$ cat src/rtl/mips_mc_pkg.sv
// Shared types and encodings for the multicycle MIPS control unit.
// State encodings, opcode/funct values and datapath mux select codes.
package mips_mc_pkg;

  // Controller states; the numeric values are visible on the debug state port
  typedef enum logic [3:0] {
    FETCH   = 4'd0,
    DECODE  = 4'd1,
    MEMADR  = 4'd2,
    MEMRD   = 4'd3,
    MEMWB   = 4'd4,
    MEMWR   = 4'd5,
    EXECUTE = 4'd6,
    ALUWB   = 4'd7,
    BRANCH  = 4'd8,
    IMMEXEC = 4'd9,
    IMMWB   = 4'd10,
    JUMP    = 4'd11
  } statetype;

  // Primary opcodes (instr[31:26])
  localparam logic [5:0] OP_RTYPE = 6'b000000;
  localparam logic [5:0] OP_LW    = 6'b100011;
  localparam logic [5:0] OP_SW    = 6'b101011;
  localparam logic [5:0] OP_BEQ   = 6'b000100;
  localparam logic [5:0] OP_BNE   = 6'b000101;
  localparam logic [5:0] OP_ADDI  = 6'b001000;
  localparam logic [5:0] OP_ORI   = 6'b001101;
  localparam logic [5:0] OP_J     = 6'b000010;

  // R-type function codes (instr[5:0])
  localparam logic [5:0] FN_ADD = 6'b100000;
  localparam logic [5:0] FN_SUB = 6'b100010;
  localparam logic [5:0] FN_AND = 6'b100100;
  localparam logic [5:0] FN_OR  = 6'b100101;
  localparam logic [5:0] FN_SLT = 6'b101010;

  // ALU operation codes
  localparam logic [2:0] ALUCTL_ADD = 3'b010;
  localparam logic [2:0] ALUCTL_SUB = 3'b110;
  localparam logic [2:0] ALUCTL_AND = 3'b000;
  localparam logic [2:0] ALUCTL_OR  = 3'b001;
  localparam logic [2:0] ALUCTL_SLT = 3'b111;

  // ALU B operand select
  localparam logic [1:0] ALUSRCB_B     = 2'b00;
  localparam logic [1:0] ALUSRCB_FOUR  = 2'b01;
  localparam logic [1:0] ALUSRCB_IMM   = 2'b10;
  localparam logic [1:0] ALUSRCB_BRIMM = 2'b11;

  // Next-PC source select
  localparam logic [1:0] PCSRC_ALU    = 2'b00;
  localparam logic [1:0] PCSRC_ALUOUT = 2'b01;
  localparam logic [1:0] PCSRC_JUMP   = 2'b10;

  // Coarse ALU request from the FSM to the ALU decoder
  typedef enum logic [1:0] {
    ALUOP_ADD   = 2'b00,
    ALUOP_SUB   = 2'b01,
    ALUOP_FUNCT = 2'b10,
    ALUOP_OR    = 2'b11
  } aluop_t;

  // True for every primary opcode this controller implements
  function automatic logic op_supported(input logic [5:0] op);
    return (op == OP_RTYPE) || (op == OP_LW)   || (op == OP_SW)  ||
           (op == OP_BEQ)   || (op == OP_BNE)  || (op == OP_ADDI) ||
           (op == OP_ORI)   || (op == OP_J);
  endfunction

endpackage

$ cat src/rtl/mips_mc_controller_if.sv
// Controller <-> datapath signal bundle.
// MIPS_MC_MEMWAIT_EN adds the memready handshake from memory.
interface mips_mc_controller_if #(parameter int STATE_W = 4);
  logic [5:0]         op;
  logic [5:0]         funct;
  logic               zero;
`ifdef MIPS_MC_MEMWAIT_EN
  logic               memready;
`endif
  logic               pcen;
  logic               iord;
  logic               memwrite;
  logic               irwrite;
  logic               regdst;
  logic               memtoreg;
  logic               regwrite;
  logic               alusrca;
  logic [1:0]         alusrcb;
  logic               zeroext;
  logic [1:0]         pcsrc;
  logic [2:0]         alucontrol;
  logic               illegal;
  logic [STATE_W-1:0] state;

  // Controller side
  modport master (
`ifdef MIPS_MC_MEMWAIT_EN
    input  memready,
`endif
    input  op, funct, zero,
    output pcen, iord, memwrite, irwrite, regdst, memtoreg, regwrite,
           alusrca, alusrcb, zeroext, pcsrc, alucontrol, illegal, state
  );

  // Datapath side
  modport slave (
`ifdef MIPS_MC_MEMWAIT_EN
    output memready,
`endif
    output op, funct, zero,
    input  pcen, iord, memwrite, irwrite, regdst, memtoreg, regwrite,
           alusrca, alusrcb, zeroext, pcsrc, alucontrol, illegal, state
  );
endinterface

$ cat src/rtl/mc_aludec.sv
// ALU decoder: maps the FSM's coarse ALU request plus funct to an ALU code,
// and flags whether funct is one of the supported R-type operations.
module mc_aludec
  import mips_mc_pkg::*;
(
  input  aluop_t     aluop_i,
  input  logic [5:0] funct_i,
  output logic [2:0] alucontrol_o,
  output logic       funct_legal_o
);

  // Funct legality is independent of aluop so DECODE can use it directly
  always_comb begin
    funct_legal_o = 1'b1;
    case (funct_i)
      FN_ADD, FN_SUB, FN_AND, FN_OR, FN_SLT: funct_legal_o = 1'b1;
      default:                               funct_legal_o = 1'b0;
    endcase
  end

  // ALU code selection
  always_comb begin
    alucontrol_o = ALUCTL_ADD;
    case (aluop_i)
      ALUOP_ADD: alucontrol_o = ALUCTL_ADD;
      ALUOP_SUB: alucontrol_o = ALUCTL_SUB;
      ALUOP_OR:  alucontrol_o = ALUCTL_OR;
      ALUOP_FUNCT: begin
        case (funct_i)
          FN_SUB:  alucontrol_o = ALUCTL_SUB;
          FN_AND:  alucontrol_o = ALUCTL_AND;
          FN_OR:   alucontrol_o = ALUCTL_OR;
          FN_SLT:  alucontrol_o = ALUCTL_SLT;
          default: alucontrol_o = ALUCTL_ADD;
        endcase
      end
      default:   alucontrol_o = ALUCTL_ADD;
    endcase
  end

endmodule

$ cat src/rtl/mips_mc_controller.sv
// Moore FSM control unit for a multicycle MIPS datapath.
// Optional MIPS_MC_MEMWAIT_EN: FETCH/MEMRD/MEMWR stall until memready=1.
module mips_mc_controller
  import mips_mc_pkg::*;
#(
  parameter int STATE_W = 4
) (
  input  logic                  clk,
  input  logic                  reset,
  mips_mc_controller_if.master  bus
);

  statetype   state_q;
  aluop_t     aluop;
  logic [2:0] alu_ctl;
  logic       funct_legal;
  logic       decode_ok;
  logic       mem_ready;
  logic       pcen_c;
  logic       irwrite_c;
  logic       memwrite_c;
  logic       regwrite_c;

`ifdef MIPS_MC_MEMWAIT_EN
  assign mem_ready = bus.memready;
`else
  assign mem_ready = 1'b1;
`endif

  mc_aludec u_aludec (
    .aluop_i       (aluop),
    .funct_i       (bus.funct),
    .alucontrol_o  (alu_ctl),
    .funct_legal_o (funct_legal)
  );

  // An instruction proceeds past DECODE only with a known op and, for R-type, a known funct
  assign decode_ok = op_supported(bus.op) && ((bus.op != OP_RTYPE) || funct_legal);

  // State register with next-state selection
  always_ff @(posedge clk or negedge reset) begin
    if (!reset) begin
      state_q <= FETCH;
    end else begin
      case (state_q)
        FETCH:   if (mem_ready) state_q <= DECODE;
        DECODE: begin
          if (!decode_ok) begin
            state_q <= FETCH;
          end else begin
            case (bus.op)
              OP_LW, OP_SW:    state_q <= MEMADR;
              OP_RTYPE:        state_q <= EXECUTE;
              OP_BEQ, OP_BNE:  state_q <= BRANCH;
              OP_ADDI, OP_ORI: state_q <= IMMEXEC;
              OP_J:            state_q <= JUMP;
              default:         state_q <= FETCH;
            endcase
          end
        end
        MEMADR:  state_q <= (bus.op == OP_LW) ? MEMRD : MEMWR;
        MEMRD:   if (mem_ready) state_q <= MEMWB;
        MEMWR:   if (mem_ready) state_q <= FETCH;
        EXECUTE: state_q <= ALUWB;
        IMMEXEC: state_q <= IMMWB;
        default: state_q <= FETCH;
      endcase
    end
  end

  // Output decode from the current state (plus op/zero where the state needs it)
  always_comb begin
    pcen_c         = 1'b0;
    irwrite_c      = 1'b0;
    memwrite_c     = 1'b0;
    regwrite_c     = 1'b0;
    bus.iord       = 1'b0;
    bus.regdst     = 1'b0;
    bus.memtoreg   = 1'b0;
    bus.alusrca    = 1'b0;
    bus.alusrcb    = ALUSRCB_B;
    bus.zeroext    = 1'b0;
    bus.pcsrc      = PCSRC_ALU;
    bus.illegal    = 1'b0;
    aluop          = ALUOP_ADD;
    case (state_q)
      FETCH: begin
        irwrite_c   = mem_ready;
        pcen_c      = mem_ready;
        bus.alusrcb = ALUSRCB_FOUR;
      end
      DECODE: begin
        bus.alusrcb = ALUSRCB_BRIMM;
        bus.illegal = !decode_ok;
      end
      MEMADR: begin
        bus.alusrca = 1'b1;
        bus.alusrcb = ALUSRCB_IMM;
      end
      MEMRD:  bus.iord = 1'b1;
      MEMWB: begin
        bus.memtoreg = 1'b1;
        regwrite_c   = 1'b1;
      end
      MEMWR: begin
        bus.iord   = 1'b1;
        memwrite_c = 1'b1;
      end
      EXECUTE: begin
        bus.alusrca = 1'b1;
        aluop       = ALUOP_FUNCT;
      end
      ALUWB: begin
        bus.regdst = 1'b1;
        regwrite_c = 1'b1;
      end
      BRANCH: begin
        bus.alusrca = 1'b1;
        aluop       = ALUOP_SUB;
        bus.pcsrc   = PCSRC_ALUOUT;
        pcen_c      = (bus.op == OP_BEQ) ? bus.zero : !bus.zero;
      end
      IMMEXEC: begin
        bus.alusrca = 1'b1;
        bus.alusrcb = ALUSRCB_IMM;
        bus.zeroext = (bus.op == OP_ORI);
        aluop       = (bus.op == OP_ORI) ? ALUOP_OR : ALUOP_ADD;
      end
      IMMWB: begin
        regwrite_c  = 1'b1;
        bus.zeroext = (bus.op == OP_ORI);
      end
      JUMP: begin
        bus.pcsrc = PCSRC_JUMP;
        pcen_c    = 1'b1;
      end
      default: ;
    endcase
  end

  // Architectural write enables are suppressed for the whole time reset is held low
  assign bus.pcen       = pcen_c & reset;
  assign bus.irwrite    = irwrite_c & reset;
  assign bus.memwrite   = memwrite_c & reset;
  assign bus.regwrite   = regwrite_c & reset;
  assign bus.alucontrol = alu_ctl;
  assign bus.state      = STATE_W'(state_q);

endmodule

$ cat src/flat_wrapper.sv
// flat-port wrapper written by rule: the top's interface ports become plain ports
module mips_mc_controller_flat import mips_mc_pkg::*;
#(
  parameter int STATE_W = 4
)
  (clk, reset, bus_op, bus_funct, bus_zero, bus_pcen, bus_iord, bus_memwrite, bus_irwrite, bus_regdst, bus_memtoreg, bus_regwrite, bus_alusrca, bus_alusrcb, bus_zeroext, bus_pcsrc, bus_alucontrol, bus_illegal, bus_state);
  mips_mc_controller_if #(.STATE_W(STATE_W)) bus_i ();
  input  logic clk;
  input  logic reset;
  input wire logic [$bits(bus_i.op)-1:0] bus_op;
  input wire logic [$bits(bus_i.funct)-1:0] bus_funct;
  input wire logic [$bits(bus_i.zero)-1:0] bus_zero;
  output wire logic [$bits(bus_i.pcen)-1:0] bus_pcen;
  output wire logic [$bits(bus_i.iord)-1:0] bus_iord;
  output wire logic [$bits(bus_i.memwrite)-1:0] bus_memwrite;
  output wire logic [$bits(bus_i.irwrite)-1:0] bus_irwrite;
  output wire logic [$bits(bus_i.regdst)-1:0] bus_regdst;
  output wire logic [$bits(bus_i.memtoreg)-1:0] bus_memtoreg;
  output wire logic [$bits(bus_i.regwrite)-1:0] bus_regwrite;
  output wire logic [$bits(bus_i.alusrca)-1:0] bus_alusrca;
  output wire logic [$bits(bus_i.alusrcb)-1:0] bus_alusrcb;
  output wire logic [$bits(bus_i.zeroext)-1:0] bus_zeroext;
  output wire logic [$bits(bus_i.pcsrc)-1:0] bus_pcsrc;
  output wire logic [$bits(bus_i.alucontrol)-1:0] bus_alucontrol;
  output wire logic [$bits(bus_i.illegal)-1:0] bus_illegal;
  output wire logic [$bits(bus_i.state)-1:0] bus_state;
  assign bus_i.op = bus_op;
  assign bus_i.funct = bus_funct;
  assign bus_i.zero = bus_zero;
  assign bus_pcen = bus_i.pcen;
  assign bus_iord = bus_i.iord;
  assign bus_memwrite = bus_i.memwrite;
  assign bus_irwrite = bus_i.irwrite;
  assign bus_regdst = bus_i.regdst;
  assign bus_memtoreg = bus_i.memtoreg;
  assign bus_regwrite = bus_i.regwrite;
  assign bus_alusrca = bus_i.alusrca;
  assign bus_alusrcb = bus_i.alusrcb;
  assign bus_zeroext = bus_i.zeroext;
  assign bus_pcsrc = bus_i.pcsrc;
  assign bus_alucontrol = bus_i.alucontrol;
  assign bus_illegal = bus_i.illegal;
  assign bus_state = bus_i.state;
  mips_mc_controller #(.STATE_W(STATE_W)) u_core (.clk(clk), .reset(reset), .bus(bus_i));
endmodule
$ cat config.mk
export PLATFORM = sky130hd
export DESIGN_NAME = mips_mc_controller_flat
export DESIGN_NICKNAME = d
export VERILOG_FILES = /design/src/rtl/mips_mc_pkg.sv /design/src/rtl/mips_mc_controller_if.sv /design/src/rtl/mc_aludec.sv /design/src/rtl/mips_mc_controller.sv /design/src/flat_wrapper.sv
export SDC_FILE = /design/constraint.sdc
export NUM_CORES = 1
export LEC_CHECK = 0
export BUFFER_PORTS_ARGS = -buffer_cell sky130_fd_sc_hd__buf_4
export CAP_MARGIN = 20
export CORE_MARGIN = 1.5
export CORE_UTILIZATION = 40
export DETAILED_ROUTE_END_ITERATION = 6
export PLACE_DENSITY = 0.72
export RECOVER_POWER = 100
export SLEW_MARGIN = 20
export SYNTH_ARGS = -nofsm -noshare
export SYNTH_HDL_FRONTEND = slang
export SYNTH_HIERARCHICAL = 1
export SYNTH_SLANG_ARGS = --single-unit
$ cat constraint.sdc
create_clock -name clk -period 4.16 [get_ports clk]
set_clock_uncertainty 0.15 [all_clocks]
set_input_delay 1.248 -clock clk [delete_from_list [all_inputs] [get_ports clk]]
set_output_delay 1.248 -clock clk [all_outputs]
set_load 0.02 [all_outputs]
==> results of run 1 <==
==> power breakdown <==
part	internal, mW	switching [mW]	leakage (nW)
combinational	0.0786	0.128	0.247
sequential	0.0484	0.0357	0.0531
clock	0.0321	0.0131	0.0138
total	0.159	0.177	0.314
==> area by class of cell <==
type,instances,area (µm²)
fillers,181,686.9
multi-input cells,81,516.7
repair buffers,35,183.9
flip-flops and latches,4,100.1
clock buffers,3,22.52
well taps,16,20.02
inverters,3,11.26
==> metal layers <==
layer  GRT usage, %  up-vias  share of wire, %
li1               -      421                 -
met1          24.50      363                47
met2          34.12       27                47
met3          2.857        0               5.9
met4          3.636        0                 0
met5              0        -                 0
==> cells in the mapped netlist (2+ instances only) <==
cell type	instances	area [µm²]
o21ai_0	5	25.02
dfrtp_1	4	100.1
nand3b_1	2	15.01
nor3_1	7	35.03
clkbuf_1	6	22.52
xnor2_1	2	17.52
mux2_2	2	22.52
nor2b_1	2	12.51
nand3_1	5	25.02
a22o_1	2	17.52
nand2b_1	8	50.05
a211oi_1	2	15.01
o22ai_1	2	12.51
a31oi_1	3	18.77
nor2_1	7	26.28
o21a_1	3	22.52
nor3b_1	3	22.52
nand2_1	4	15.01
or3_1	2	12.51
inv_1	3	11.26
a21oi_1	4	20.02
==> cells by family after synthesis <==
group / synth area share, %
flip-flops: 14.71
AO/OA/AOI/OAI: 22.79
adder cells (fa/ha/maj): 1.471
AND/OR/NAND/NOR: 46.69
XOR/XNOR: 2.574
buffers and inverters: 8.455
multiplexers: 3.309
==> metrics by stage <==
stage	setup WS [ns]	instances	util (%)	hold slack [ns]	total power [mW]
after global routing	0.02851	142	55.44	0.6752	0.3685
after detailed placement	0.1031	139	59.50	0.6138	0.3244
after floorplan	0.02937	97	-	0.6533	0.2307
final	0.1179	142	55.44	0.5948	0.3361
after global placement	0.1352	139	59.50	0.5615	0.3199
after CTS	0.1065	142	60.96	0.6180	0.3725
==> cell usage in the layout, fill, tap and decap left out, types with 2 or more instances in the layout <==
master	count
nand3b_1	2
nor4b_1	2
nor2b_1	2
inv_1	3
clkbuf_4	3
nand2_1	4
dfrtp_1	4
mux2_2	2
o22ai_1	2
nand3_1	5
a22o_1	2
nor2_1	7
or3_1	2
a31oi_1	3
nor3b_1	3
clkbuf_2	2
buf_4	13
o21ai_0	5
xnor2_1	2
o21a_1	3
nand2b_1	8
a211oi_1	2
a21oi_1	4
clkbuf_1	19
nor3_1	7
==> critical path: cells and delay by family <==
kind                   cells  cell delay, ns
AOI/OAI and AO/OA          1            0.17
and+or+nand+nor            3            0.94
buffers and inverters      2            0.29
==> how the worst min path moves through the flow <==
stage                                   from                            end  cells after the start
3_5_place_dp   u_core/bus.state[3]$_DFF_PN0_  u_core/bus.state[0]$_DFF_PN0_                      1
6_report       u_core/bus.state[3]$_DFF_PN0_  u_core/bus.state[0]$_DFF_PN0_                      1
2_1_floorplan  u_core/bus.state[0]$_DFF_PN0_  u_core/bus.state[2]$_DFF_PN0_                      3
5_1_grt        u_core/bus.state[3]$_DFF_PN0_  u_core/bus.state[0]$_DFF_PN0_                      1
3_3_place_gp   u_core/bus.state[3]$_DFF_PN0_  u_core/bus.state[0]$_DFF_PN0_                      1
4_1_cts        u_core/bus.state[3]$_DFF_PN0_  u_core/bus.state[0]$_DFF_PN0_                      1
==> flow_metrics.env, run 1 <==
export IMPL_dieArea_mm2=0.001958
export IMPL_crit_fanout=10
export IMPL_critPathMaxStageDelay_ns=0.53
export IMPL_start_kind="input pin"
export IMPL_drc=0
export IMPL_fin_tns_setup_ns=0
export IMPL_clkLatencyLatePin_ns=0.23
export IMPL_outcome="completed"
export IMPL_hold_class="flip-flop to flip-flop"
export IMPL_grt_ovfl_total=0
export IMPL_worstPathArrival_ns=2.64
export IMPL_path_clk_slew_ns=0.03
export IMPL_path_cells="buf_4, or4_4, or3_1, a31oi_1, nor2_1, buf_2"
export IMPL_num_rows=14
export IMPL_first_pass_iters=4
export IMPL_cts_buffers=3
export IMPL_io_buffer_count=35
export IMPL_synth_ff_type="dfrtp_1"
export IMPL_cts_max_path_buffers=2
export IMPL_grt_pass1_wl_mm=2.904
export IMPL_r2r_cells=4
export IMPL_final_hold_viol_count=0
export IMPL_max_cap_violations=0
export IMPL_drive_gt1_share_pct=19.05
export IMPL_synth_nets=112
export IMPL_dr_total_vias=811
export IMPL_avgSynthCellArea_um2=7.017
export IMPL_period_needed_ns=4.042
export IMPL_synthCells=97
export IMPL_peakVddDrop_mv=0.1479
export IMPL_n_antenna_cell=0
export IMPL_netlist_area_um2=680.7
export IMPL_antenna_found_initial=0
export IMPL_htree_levels=1
export IMPL_grt_max_degree=18
export IMPL_stdcell_area_um2=854.6
export IMPL_fin_nets=143
export IMPL_ctsResizeCount=0
export IMPL_ys_ff_latch=4
export IMPL_cp_endpoint="bus_pcen"
export IMPL_core_area_mm2=0.001541
export IMPL_post_cts_buffers=0
export IMPL_synth_edf_count=0
export IMPL_ys_seq_area_share_pct=14.71
export IMPL_die_h_um=44.25
export IMPL_wl_per_cell_um=12.47
export IMPL_fmax_mhz=247.4
export IMPL_startpoint="bus_op[0]"
export IMPL_r2r_end="u_core/bus.state[3]$_DFF_PN0_"
export IMPL_first_iter_violations=21
export IMPL_worst_slew_pin_slew_ns=0.4808
export IMPL_tritoncts="yes"
export IMPL_rsz0062_at_grt="false"
export IMPL_vias_per_cell=5.711
export IMPL_gp_congestion=0.7764
export IMPL_ant_nets=0
export IMPL_slew_headroom_pct=67.95
export IMPL_p_leak_nw=0.3144
export IMPL_finalCritPeriodShare_pct=97.17
export IMPL_dpl_hpwl_mm=1.399
export IMPL_slew_viol_final=0
export IMPL_async_flop_share_pct=100.0
export IMPL_drt_total_wl_mm=1.771
export IMPL_initial_core_util_pct=44.16
export IMPL_cp_end_kind="output pin"
export IMPL_worstPathRequired_ns=2.76
export IMPL_ctsHoldBuffers=0
export IMPL_reg2reg_from="u_core/bus.state[1]$_DFF_PN0_"
export IMPL_setup_viol=0
export IMPL_yosysWarnings=6
export IMPL_syn2layout_area_growth_pct=25.55
export IMPL_ys_types=40
export IMPL_reg2reg_setup_slack_ns=2.31
export IMPL_clock_sinks=4
export IMPL_first_global_vias=687
export IMPL_power_density_mw_per_mm2=393.2
export IMPL_grt_use_total_pct=19.18
export IMPL_die_x_um=44.25
export IMPL_largest_reg_flops=4
export IMPL_root_buffer="clkbuf_4"
export IMPL_worstSetupPathType="input pin to output pin"
export IMPL_post_dp_cell_area_um2=917.1
export IMPL_ios=36
export IMPL_crit_slowest_cell="or4_4"
No activity file was read; power rests on OpenSTA's default activity.
==> inputs of run 2 (changes only) <==
--- a/config.mk
+++ b/config.mk
@@ -10,7 +10,7 @@
 export CORE_MARGIN = 1.5
 export CORE_UTILIZATION = 40
 export DETAILED_ROUTE_END_ITERATION = 6
-export PLACE_DENSITY = 0.72
+export PLACE_DENSITY_LB_ADDON = 0.1
 export RECOVER_POWER = 100
 export SLEW_MARGIN = 20
 export SYNTH_ARGS = -nofsm -noshare
==> run 2 against run 1 <==
Net effect: hold slack got worse by 0.030 ns; first-iteration DRC count decreased by 19%; wire length increased by 1.6%; sequential share of layout area decreased by 0.14 points; maximum frequency increased by 0.74%; clock power increased by 3%; via count decreased by 0.86%; total power increased by 0.97%; largest power group unchanged.
==> flow_metrics.env, run 2 (synthesis gave the netlist of run 1 again) <==
export IMPL_grt_pass1_wl_mm=2.911
export IMPL_drt_total_wl_mm=1.799
export IMPL_slew_viol_final=0
export IMPL_drc=0
export IMPL_ant_nets=0
export IMPL_r2r_end="u_core/bus.state[1]$_DFF_PN0_"
export IMPL_period_needed_ns=4.013
export IMPL_n_antenna_cell=0
export IMPL_htree_levels=1
export IMPL_min_from="u_core/bus.state[3]$_DFF_PN0_"
export IMPL_slew_headroom_pct=67.20
export IMPL_worstPathArrival_ns=2.61
export IMPL_final_seq_area_um2=100.1
export IMPL_worstSetupPathType="input pin to output pin"
export IMPL_reg2reg_from="u_core/bus.state[1]$_DFF_PN0_"
export IMPL_cts_max_path_buffers=2
export IMPL_initial_core_util_pct=44.16
export IMPL_outcome="completed"
export IMPL_multi_input_comb_area_um2=516.7
export IMPL_drive_gt1_share_pct=19.05
export IMPL_path_clk_slew_ns=0.04
export IMPL_syn2layout_area_growth_pct=27.02
export IMPL_root_buffer="clkbuf_4"
export IMPL_antenna_found_initial=0
export IMPL_wl_per_cell_um=12.67
export IMPL_hold_class="flip-flop to flip-flop"
export IMPL_grt_max_degree=18
export IMPL_rsz0062_at_grt="false"
export IMPL_worst_slew_pin_slew_ns=0.4882
export IMPL_peakVddDrop_mv=0.1893
export IMPL_clkLatencyLatePin_ns=0.23
export IMPL_reg2reg_setup_slack_ns=2.29
export IMPL_cp_end_kind="output pin"
export IMPL_die_h_um=44.25
export IMPL_dieArea_mm2=0.001958
export IMPL_fin_tns_setup_ns=0
export IMPL_n_fill_cell=165
export IMPL_power_uw=339.3
export IMPL_final_hold_viol_count=0
export IMPL_fin_nets=143
export IMPL_dpl_hpwl_mm=1.337
export IMPL_worstPathRequired_ns=2.76
export IMPL_grt_ovfl_total=0
export IMPL_num_rows=14
export IMPL_first_pass_iters=4
export IMPL_hold_slack_ns=0.5647
export IMPL_first_iter_violations=17
export IMPL_cts_buffers=3
export IMPL_holdPathStages=1
export IMPL_fmax_mhz=249.2
export IMPL_die_x_um=44.25
export IMPL_finalCritPeriodShare_pct=96.46
export IMPL_largest_reg_flops=4
export IMPL_power_density_mw_per_mm2=392.5
export IMPL_ios=36
export IMPL_vias_per_cell=5.662
export IMPL_crit_fanout=5
export IMPL_r2r_cells=4
export IMPL_first_global_vias=679
export IMPL_p_leak_nw=0.3175
export IMPL_ctsHoldBuffers=0
export IMPL_grt_use_total_pct=18.87
export IMPL_tritoncts="yes"
export IMPL_final_cell_mix="clkbuf_1 (19), buf_4 (12), nand2b_1 (8)"
export IMPL_whs_endpoint="u_core/bus.state[0]$_DFF_PN0_"
export IMPL_final_common_cell="clkbuf_1"
export IMPL_io_buffer_count=35
export IMPL_gp_congestion=0.7631
export IMPL_dr_total_vias=804
export IMPL_start_kind="input pin"
export IMPL_clock_sinks=4
export IMPL_max_cap_violations=0
export IMPL_core_area_mm2=0.001541
export IMPL_startpoint="bus_op[4]"
export IMPL_setup_viol=0
## run 2: changes by cell type in the layout (fill, tap and decap cells not counted), sizes merged
cell,previous run,this run
buf,14,15
clkbuf,24,23
## run 2: layout make-up
class                   count  area share, %
inverters                   3          1.302
multi-input cells          81          59.77
flip-flops and latches      4          11.58
repair buffers             35          22.43
clock buffers               3          2.605
well taps                  16          2.315
## run 2: layer usage
layer	GRT usage (%)	part of all wire, %
met5	0	0
met4	3.636	0
met3	3.265	7.1
met2	33.53	45
met1	23.88	47
## run 2: worst max-delay path: stages
cell,delay (ns)
buf_6,0.10
or4_4,0.52
or3_1,0.37
a31oi_1,0.16
nor2_1,0.06
buf_2,0.15
## run 2: what timing repair did
action	4_1_cts	5_1_grt
buffers inserted	0	0
setup endpoints to repair	0	1
resized for setup	0	2
## run 2: per-stage QoR
| stage | instances | setup WS, ns | util (%) | cell area (µm²) |
|---|---|---|---|---|
| final | 142 | 0.1474 | 56.09 | 864.6 |
| after global routing | 142 | 0.008568 | 56.09 | 864.6 |
| after global placement | 139 | 0.1331 | 59.50 | 917.1 |
| after detailed placement | 139 | 0.1301 | 59.50 | 917.1 |
| after floorplan | 97 | 0.02937 | - | 680.7 |
| after CTS | 142 | 0.1299 | 60.96 | 939.7 |
## run 2: worst max-delay path by stage
stage / end / slack [ns] / depth (start not counted)
after global placement: bus_pcen / 0.13 / 6
after global routing: bus_illegal / 0.009 / 7
after detailed placement: bus_pcen / 0.13 / 6
after CTS: bus_pcen / 0.13 / 6
final: bus_pcen / 0.15 / 6
after floorplan: bus_alucontrol[2] / 0.03 / 6
## run 2: where the power goes
group          total (mW)  switching [mW]  internal, mW
logic               0.210           0.128        0.0821
registers          0.0833          0.0349        0.0484
clock network      0.0465          0.0143        0.0322
total               0.339           0.177         0.163
